[config.mk]
export PLATFORM = sky130hd
export DESIGN_NAME = vga_scaled_addresser
export DESIGN_NICKNAME = d
export VERILOG_FILES = /design/src/rtl/vga_pkg.sv /design/src/rtl/replicate_counter.sv /design/src/rtl/vga_scaled_addresser.sv
export SDC_FILE = /design/constraint.sdc
export NUM_CORES = 1
export LEC_CHECK = 0
export CAP_MARGIN = 20
export CORE_AREA = 2 2 120 122
export CTS_CLUSTER_DIAMETER = 50
export DETAILED_ROUTE_END_ITERATION = 8
export DIE_AREA = 0 0 122 124
export HOLD_SLACK_MARGIN = 0.05
export PLACE_DENSITY = 0.66
export SLEW_MARGIN = 5
export SYNTH_ARGS = -nofsm -noshare
export SYNTH_HDL_FRONTEND = slang
export SYNTH_HIERARCHICAL = 1
export SYNTH_SLANG_ARGS = --single-unit
[constraint.sdc]
create_clock -name clk -period 9.79 [get_ports clk]
set_clock_uncertainty 0.05 [all_clocks]
set_input_delay 1.958 -clock clk [delete_from_list [all_inputs] [get_ports clk]]
set_output_delay 1.958 -clock clk [all_outputs]
set_load 0.01 [all_outputs]
[src/rtl/vga_pkg.sv]
// VGA 640x480 timing constants, scale encodings and the scale decode helper
// shared by the framebuffer addresser.
package vga_pkg;

    localparam int HPIXELS = 800;
    localparam int VLINES  = 521;
    localparam int HBP     = 144;
    localparam int HFP     = 784;
    localparam int VBP     = 31;
    localparam int VFP     = 511;

    localparam logic [1:0] SCALE_1X = 2'd0;
    localparam logic [1:0] SCALE_2X = 2'd1;
    localparam logic [1:0] SCALE_4X = 2'd2;

    // Returns S-1 for the replication factor S; the reserved code falls back to 1x.
    function automatic logic [1:0] scale_m1(input logic [1:0] sel);
        case (sel)
            SCALE_2X: return 2'd1;
            SCALE_4X: return 2'd3;
            default:  return 2'd0;
        endcase
    endfunction

endpackage

[src/rtl/replicate_counter.sv]
// Index plus replication sub-count: the index steps by STEP once every S advances.
// The idx output already reflects a same-cycle clear so the caller can use it directly.
module replicate_counter #(
    parameter int W    = 16,
    parameter int STEP = 1
) (
    input  logic         clk,
    input  logic         reset,
    input  logic         en,
    input  logic         clear,
    input  logic         advance,
    input  logic [1:0]   s_m1,
    output logic [W-1:0] idx
);

    logic [W-1:0] idx_q;
    logic [1:0]   sub_q;
    logic [1:0]   sub_cur;

    always_comb begin
        idx     = clear ? '0 : idx_q;
        sub_cur = clear ? 2'd0 : sub_q;
    end

    always_ff @(posedge clk) begin
        if (reset) begin
            idx_q <= '0;
            sub_q <= 2'd0;
        end else if (en) begin
            if (advance) begin
                if (sub_cur == s_m1) begin
                    sub_q <= 2'd0;
                    idx_q <= idx + W'(STEP);
                end else begin
                    sub_q <= sub_cur + 2'd1;
                    idx_q <= idx;
                end
            end else if (clear) begin
                idx_q <= '0;
                sub_q <= 2'd0;
            end
        end
    end

endmodule

[src/rtl/vga_scaled_addresser.sv]
// Maps VGA h/v counters to a linear framebuffer read address for an image placed
// at a frame-latched origin and replicated 1x/2x/4x, using counters instead of a multiplier.
module vga_scaled_addresser
    import vga_pkg::*;
#(
    parameter int IMG_W  = 160,
    parameter int IMG_H  = 120,
    parameter int ADDR_W = 16
) (
    input  logic              clk,
    input  logic              reset,
    input  logic              pixel_en,
    input  logic [9:0]        h,
    input  logic [9:0]        v,
    input  logic [9:0]        x_origin,
    input  logic [8:0]        y_origin,
    input  logic [1:0]        scale_sel,
    output logic [ADDR_W-1:0] address,
    output logic              blackout,
    output logic              pix_valid
);

    logic [9:0]        x_o;
    logic [8:0]        y_o;
    logic [1:0]        s_m1;
    logic              armed;

    logic              fs;
    logic [10:0]       x;
    logic [10:0]       y;
    logic [10:0]       win_w;
    logic [10:0]       win_h;
    logic              visible;
    logic              col_in;
    logic              row_in;
    logic              line_end;
    logic              shown;
    logic [ADDR_W-1:0] col_idx;
    logic [ADDR_W-1:0] row_base;

    // Coordinates left of/above the active area wrap to large 11-bit values,
    // which can never fall inside a window whose far edge is at most 1663.
    always_comb begin
        fs       = pixel_en && (h == 10'd0) && (v == 10'd0);
        x        = {1'b0, h} - 11'(HBP);
        y        = {1'b0, v} - 11'(VBP);
        case (s_m1)
            2'd1:    begin win_w = 11'(IMG_W * 2); win_h = 11'(IMG_H * 2); end
            2'd3:    begin win_w = 11'(IMG_W * 4); win_h = 11'(IMG_H * 4); end
            default: begin win_w = 11'(IMG_W);     win_h = 11'(IMG_H);     end
        endcase
        visible  = (h >= 10'(HBP)) && (h < 10'(HFP)) && (v >= 10'(VBP)) && (v < 10'(VFP));
        col_in   = (x >= {1'b0, x_o}) && (x < ({1'b0, x_o} + win_w));
        row_in   = (y >= {2'b0, y_o}) && (y < ({2'b0, y_o} + win_h));
        line_end = (h == 10'(HPIXELS - 1));
        shown    = armed && visible && col_in && row_in;
    end

    replicate_counter #(.W(ADDR_W), .STEP(1)) u_col (
        .clk     (clk),
        .reset   (reset),
        .en      (pixel_en),
        .clear   (x == {1'b0, x_o}),
        .advance (col_in && !fs),
        .s_m1    (s_m1),
        .idx     (col_idx)
    );

    // Rows advance at line end rather than window end so horizontal clipping is harmless.
    replicate_counter #(.W(ADDR_W), .STEP(IMG_W)) u_row (
        .clk     (clk),
        .reset   (reset),
        .en      (pixel_en),
        .clear   (fs),
        .advance (!fs && line_end && row_in),
        .s_m1    (s_m1),
        .idx     (row_base)
    );

    always_ff @(posedge clk) begin
        if (reset) begin
            x_o       <= '0;
            y_o       <= '0;
            s_m1      <= 2'd0;
            armed     <= 1'b0;
            address   <= '0;
            blackout  <= 1'b1;
            pix_valid <= 1'b0;
        end else if (pixel_en) begin
            if (fs) begin
                x_o   <= x_origin;
                y_o   <= y_origin;
                s_m1  <= scale_m1(scale_sel);
                armed <= 1'b1;
            end
            address   <= shown ? (row_base + col_idx) : '0;
            blackout  <= ~shown;
            pix_valid <= shown;
        end
    end

endmodule

## Yosys cells after proc, flatten, opt, wreduce, memory -nomap -nowiden

Cells that the tools add are included.

- Logic and storage cells: 70
- Register bits after elaboration: 76
- Output and inout bits: 18
- Input port bits: 44

- $add $sub $neg: 9
- Order comparisons: 8
- Bitwise gates (word level): 1
- Muxes and demuxes: 16
- Equal/unequal tests: 8
- Reduce and logical (&&, ||, !) cells: 17

Operators with widths:

| operator | count |
|---|---|
| $mux 16 | 7 |
| $lt 11x11->1 | 2 |
| $logic_not 10->1 | 2 |
| $pmux 10 s2 | 1 |
| $pmux 9 s2 | 1 |
| $add 16x1->16 const B | 1 |
| $add 16x16->16 | 1 |
| $add 16x8->16 const B | 1 |
| $logic_and 1x1->1 | 13 |
| $mux 2 | 6 |
| $add 10x11->11 | 1 |
| $add 9x11->11 | 1 |
| $eq 11x10->1 | 1 |
| $ge 11x10->1 | 1 |
| $ge 11x9->1 | 1 |
| $sub 10x5->11 const B | 1 |
| $sub 10x8->11 const B | 1 |
| $eq 10x10->1 const B | 1 |
| $ge 10x5->1 const B | 1 |
| $ge 10x8->1 const B | 1 |
| $lt 10x10->1 const B | 1 |
| $lt 10x9->1 const B | 1 |
| $add 2x1->2 const B | 2 |
| $eq 2x1->1 const B | 2 |
| 6 further kinds | 8 |

## Logic depth before layout (Yosys ltp)

- Depth after elaboration: 8
- Gate-level depth with buffers: 21
- Gate-level depth less buffers: 19

## Modules after synthesis

Netlist, hierarchy kept.

By module, submodules not included:

| module | cells an instance | sequential area each (µm²) | times used | area an instance (µm²) |
|---|---|---|---|---|
| vga_scaled_addresser | 464 | 800.8 | 1 | 3743.6 |
| replicate_counter at u_row | 152 | 360.3 | 1 | 1248.7 |
| replicate_counter at u_col | 146 | 360.3 | 1 | 1148.6 |

## Worst setup path before layout

Ideal clock, no wire load.

- Kind: in2reg
- From: input port h[4]
- To: register address[14]
- Path buffers: 1
- Path slack: 3.711 ns
- Library setup time: 0.134 ns
- Data required time: 9.606 ns
- Arrival: 5.894 ns
- Stages: 18
- Cells stage by stage: or3_1 > a21oi_1 > xor2_1 > ha_1 > nand3_1 > nor3_1 > nor2b_1 > clkbuf_1 > nor2b_1 > ha_1 > fa_1 > a21o_1 > a311o_1 > a211oi_1 > o31ai_1 > a21oi_1 > xor2_1 > o31ai_1

- Elaborated cells between the ends (all ways): 20
- Those cells by class: add/sub: 2; order compare: 4; eq/ne: 1; mux: 3; reduce/logical: 10

RTL lines:

| element | line | source |
|---|---|---|
| start: declaration | vga_scaled_addresser.sv:13 | `input logic [9:0] h,` |
| $sub 10x8->11 | vga_scaled_addresser.sv:45 | `x = {1'b0, h} - 11'(HBP);` |
| $eq 11x10->1 | vga_scaled_addresser.sv:63 | `.clear (x == {1'b0, x_o}),` |
| $mux 16 | n/a |  |
| via col_idx[0] | vga_scaled_addresser.sv:38 | `logic [ADDR_W-1:0] col_idx;` |
| $add 16x16->16 | vga_scaled_addresser.sv:96 | `address <= shown ? (row_base + col_idx) : '0;` |
| $mux 16 | vga_scaled_addresser.sv:96 |  |
| end signal: assignment | vga_scaled_addresser.sv:96 |  |
| end: declaration | vga_scaled_addresser.sv:18 | `output logic [ADDR_W-1:0] address,` |

The timed path passes the listed nets, and every way through them passes these cells.
A chain may end at the register's enable or synchronous reset.

## Worst setup path after layout

- From: input port h[6]
- To: register address[14]

The elaborated chain is that of the path after synthesis.

==> impl_metrics.toml <==
[timing]
slew-limit-headroom_pct = 33.4
hold_viol_final = 0
max_clock_freq_ghz = 0.154
fin_hold_ws_ps = 399
tightestPinTransition_ps = 999
timing.final.crit_share_pct = 66.4
report.final.setup_viol = 0
unrepaired_setup_endpoints_after_global_routing = "no"
layout_min_cycle_time_ps = 6500
final_max_slew_viol_count = 0
timing.setup.tns_ps = 0

[clock_network]
cts_resized = 0
cts.root.buffer_cell = "clkbuf_16"
clock_tree_from_tritoncts = "done"
clock_path_buffers = 2
cts_buffers = 9
hold_buffers = 0
path_clk_slew_ps = 60
post_cts.repair.setup_buffers = 0
clk_latency_ps = 350
cts_max_level = 3
clock_sink_total = 76

[cells_and_area]
utilization_after_layout_pct = 52.2
areaGrowthSynthToFinish_pct = 16.6
n_antenna_cell = 0
finalNetCount = 912
fillCellCount = 1303
layout_cells_sized_above_1_pct = 9.38
final_std_cell_area_no_fill_mm2 = 0.00716

[setup_path]
timing.critical_path.max_delay_family = "compound AO/OA/AOI/OAI gates"
worstSetupStartpointType = "input port"
slowest_delay_ps = 510
series_of_cell_instances_along_the_critical_path = "clkdlybuf4s50_1 -> or3_1 -> a21oi_1 -> xor2_1 -> ha_1 -> nand3_1 -> nor3_1 -> nor2b_1 -> buf_4 -> nor2b_1 -> ha_1 -> fa_1 -> a21o_1 -> a311o_1 -> a211oi_1 -> o31ai_1 -> a21oi_1 -> xor2_1 -> o31ai_1"
crit_path_start = "h[6]"
crit_path_end_kind = "register"
cp_data_required_time_ps = 9940
crit_buf_inv = 2
worstSetupPathType = "in2reg"
regToRegStartpoint = "s_m1[0]"
cp_slowest_cell = "clkdlybuf4s50_1"
critical_path_arrival_ps = 6640
cp_max_fo = 26

[drt]
total_number_of_vias = 5659
post_drt_wl_per_cell_um = 16.1
finalWirelength_um = 16000
number_of_nets_still_failing_antenna_checks_after_routing = 0
drtPass1Iterations = 6
post-route-drc-count = 0
vias_per_cell = 5.72
drtIter0Drc = 429

[power_and_ir_drop]
pwr-share-clk_pct = 44.7
powerDensity_mw_per_mm2 = 109
p_seq_share_pct = 40.3
share_comb_of_total_power_pct = 14.9
internal_pwr_total_mw = 0.576
leakagePower_nw = 2.64
peakVddDrop_mv = 0.0622
switching_power_mw = 0.203
power_switching_share_pct = 26.1

[synth]
synth_enable_flop_cells = 0
yosysWarnings = 6
avgSynthCellArea_um2 = 8.06
postSynthRegisterBits = 76
post_synth_inst_count = 762
synth.lib_cells_used.distinct = 84
synth_ff_type = "dfxtp_1"
seq_area_frac_synth_pct = 24.8
syn-num-nets = 869
post_synth_main_area_contributors = "dfxtp_1 25%, ha_1 12%, a21oi_1 6.2%"
synth.top_cell.area_share_pct = 24.8
post-synth-top-area-cell = "dfxtp_1"
async_reset_ff_share_pct = 0
syn_area_mm2 = 0.00614

[run]
cap_viol_max_count = 0

[grt]
via_count_of_the_first_global_routing_pass = 5464
globalRouteOverflowTotal = 0
grt_antenna_before_repair = 0
wire_length_of_the_first_global_routing_pass_um = 25900
globalRouteTotalUtil_pct = 21.7
grt_start_max_net_pins = 94

[floorplanning]
dieArea_mm2 = 0.0151
core_area_mm2 = 0.0137
placement_rows = 43
initial_core_util_pct = 44.8
io_pins = 62
chipHeight_um = 124
die-width_um = 122

[placed_design]
total_cell_area_at_the_placement_stage_mm2 = 0.00685
gpl.final_weighted_congestion = 0.836
place_hpwl_um = 11700
buffer_ports.inserted = 61

[status]
outcome = "finished, final reports clean"

[min_path]
min_path_type = "reg2reg"
hold_path.startpoint = "x_o[2]"
metal layers:
layer  global-route usage [%]  part of all wire [%]
met4                     7.33                   2.3
met2                     38.2                    48
met5                        0                     0
met3                     4.08                   3.7
met1                     26.6                    46
kinds of logic after synthesis:
group | after synthesis | synth area share [%]
muxes | 5 | 0.917
adders and majority gates | 64 | 13.2
DFF | 76 | 24.8
xor gates and xnor gates | 41 | 5.85
AOI/OAI and AO/OA | 198 | 22.2
buffers and inverters | 77 | 5.73
and+or+nand+nor | 301 | 27.3
cell type report:
type,count,area [um^2],area share [%]
sequential,76,1520,21.3
timing repair buffer,69,666,9.30
tap,180,225,3.15
clock inverter,5,60.1,0.839
clock buffer,11,253,3.53
multi-input combinational,609,4280,59.8
inverter,40,150,2.10
flip-flops by register name, indices dropped and copies added (netlist names):
name / count
x_o: 10
u_col/idx_q: 16
u_row/idx_q: 16
u_col/sub_q: 2
y_o: 9
address: 16
pix_valid: 1
s_m1: 2
armed: 1
u_row/sub_q: 2
blackout: 1
worst paths after layout:
path / end / slack, ps / cells past startpoint
worst max-delay path: address[14] / 3290 / 19
worst min-delay path: x_o[2] / 400 / 2
worst max register to register: u_col/idx_q[13] / 4000 / 20
worst min register to register: x_o[2] / 400 / 2
metrics by stage:
step	worst slack, ps	std cells	total power [mW]
final	3290	990	0.779
after CTS	3360	990	0.788
after detailed placement	3030	974	0.436
after global placement	3200	974	0.431
after global routing	3010	990	0.814
after floorplan	3710	762	0.396
tightest hold or removal path, delay by kind of cell (launching register included):
kind	cells	cell delay, ps
DFF	1	310
and+or+nand+nor	1	50
AOI/OAI and AO/OA	1	50
cells in the mapped netlist, drive strengths merged, types with 3 or more instances:
cell and instances:
a2111oi 5, a211o 6, a211oi 9, a21boi 3, a21o 13, a21oi 85, a31o 5, a31oi 5
and2 7, and3 3, and4 5, and4bb 3, buf 10, clkbuf 27, dfxtp 76, ha 61
inv 40, mux2 5, nand2 94, nand2b 22, nand3 34, nand4 13, nand4b 4, nor2 33
nor2b 38, nor3 6, nor3b 5, nor4 7, o2111ai 4, o211ai 10, o21ai 23, o21bai 4
o31ai 6, or2 3, or3 6, or3b 4, or4 4, xnor2 25, xor2 16
power by group through the flow:
stage	Sequential, mW	Combinational [mW]	Clock [mW]
finish	0.314	0.116	0.348
global route	0.314	0.128	0.372
CTS	0.314	0.116	0.358
detailed placement	0.321	0.115	0
global placement	0.320	0.111	0
floorplan	0.320	0.0761	0
placed cells by master (no fill, tap or decap), types with 6 or more instances in the layout:
cell	netlist	final
nand4_1	13	13
dfxtp_1	76	76
nand2b_1	22	22
nand3_1	24	24
xor2_1	16	16
and2_1	7	7
nand3_2	10	10
clkdlybuf4s50_1	0	60
or3_1	6	6
buf_4	0	8
a21oi_1	76	76
clkbuf_16	0	9
inv_1	40	40
ha_1	61	61
a21o_1	12	12
o211ai_1	10	10
xnor2_1	25	25
o21ai_1	7	7
o21ai_0	16	16
a21oi_2	9	9
a211oi_1	8	8
nand2_1	93	93
nor2_1	33	33
nor2b_1	37	37
a211o_1	6	6
(Power assumes the default switching activity.)
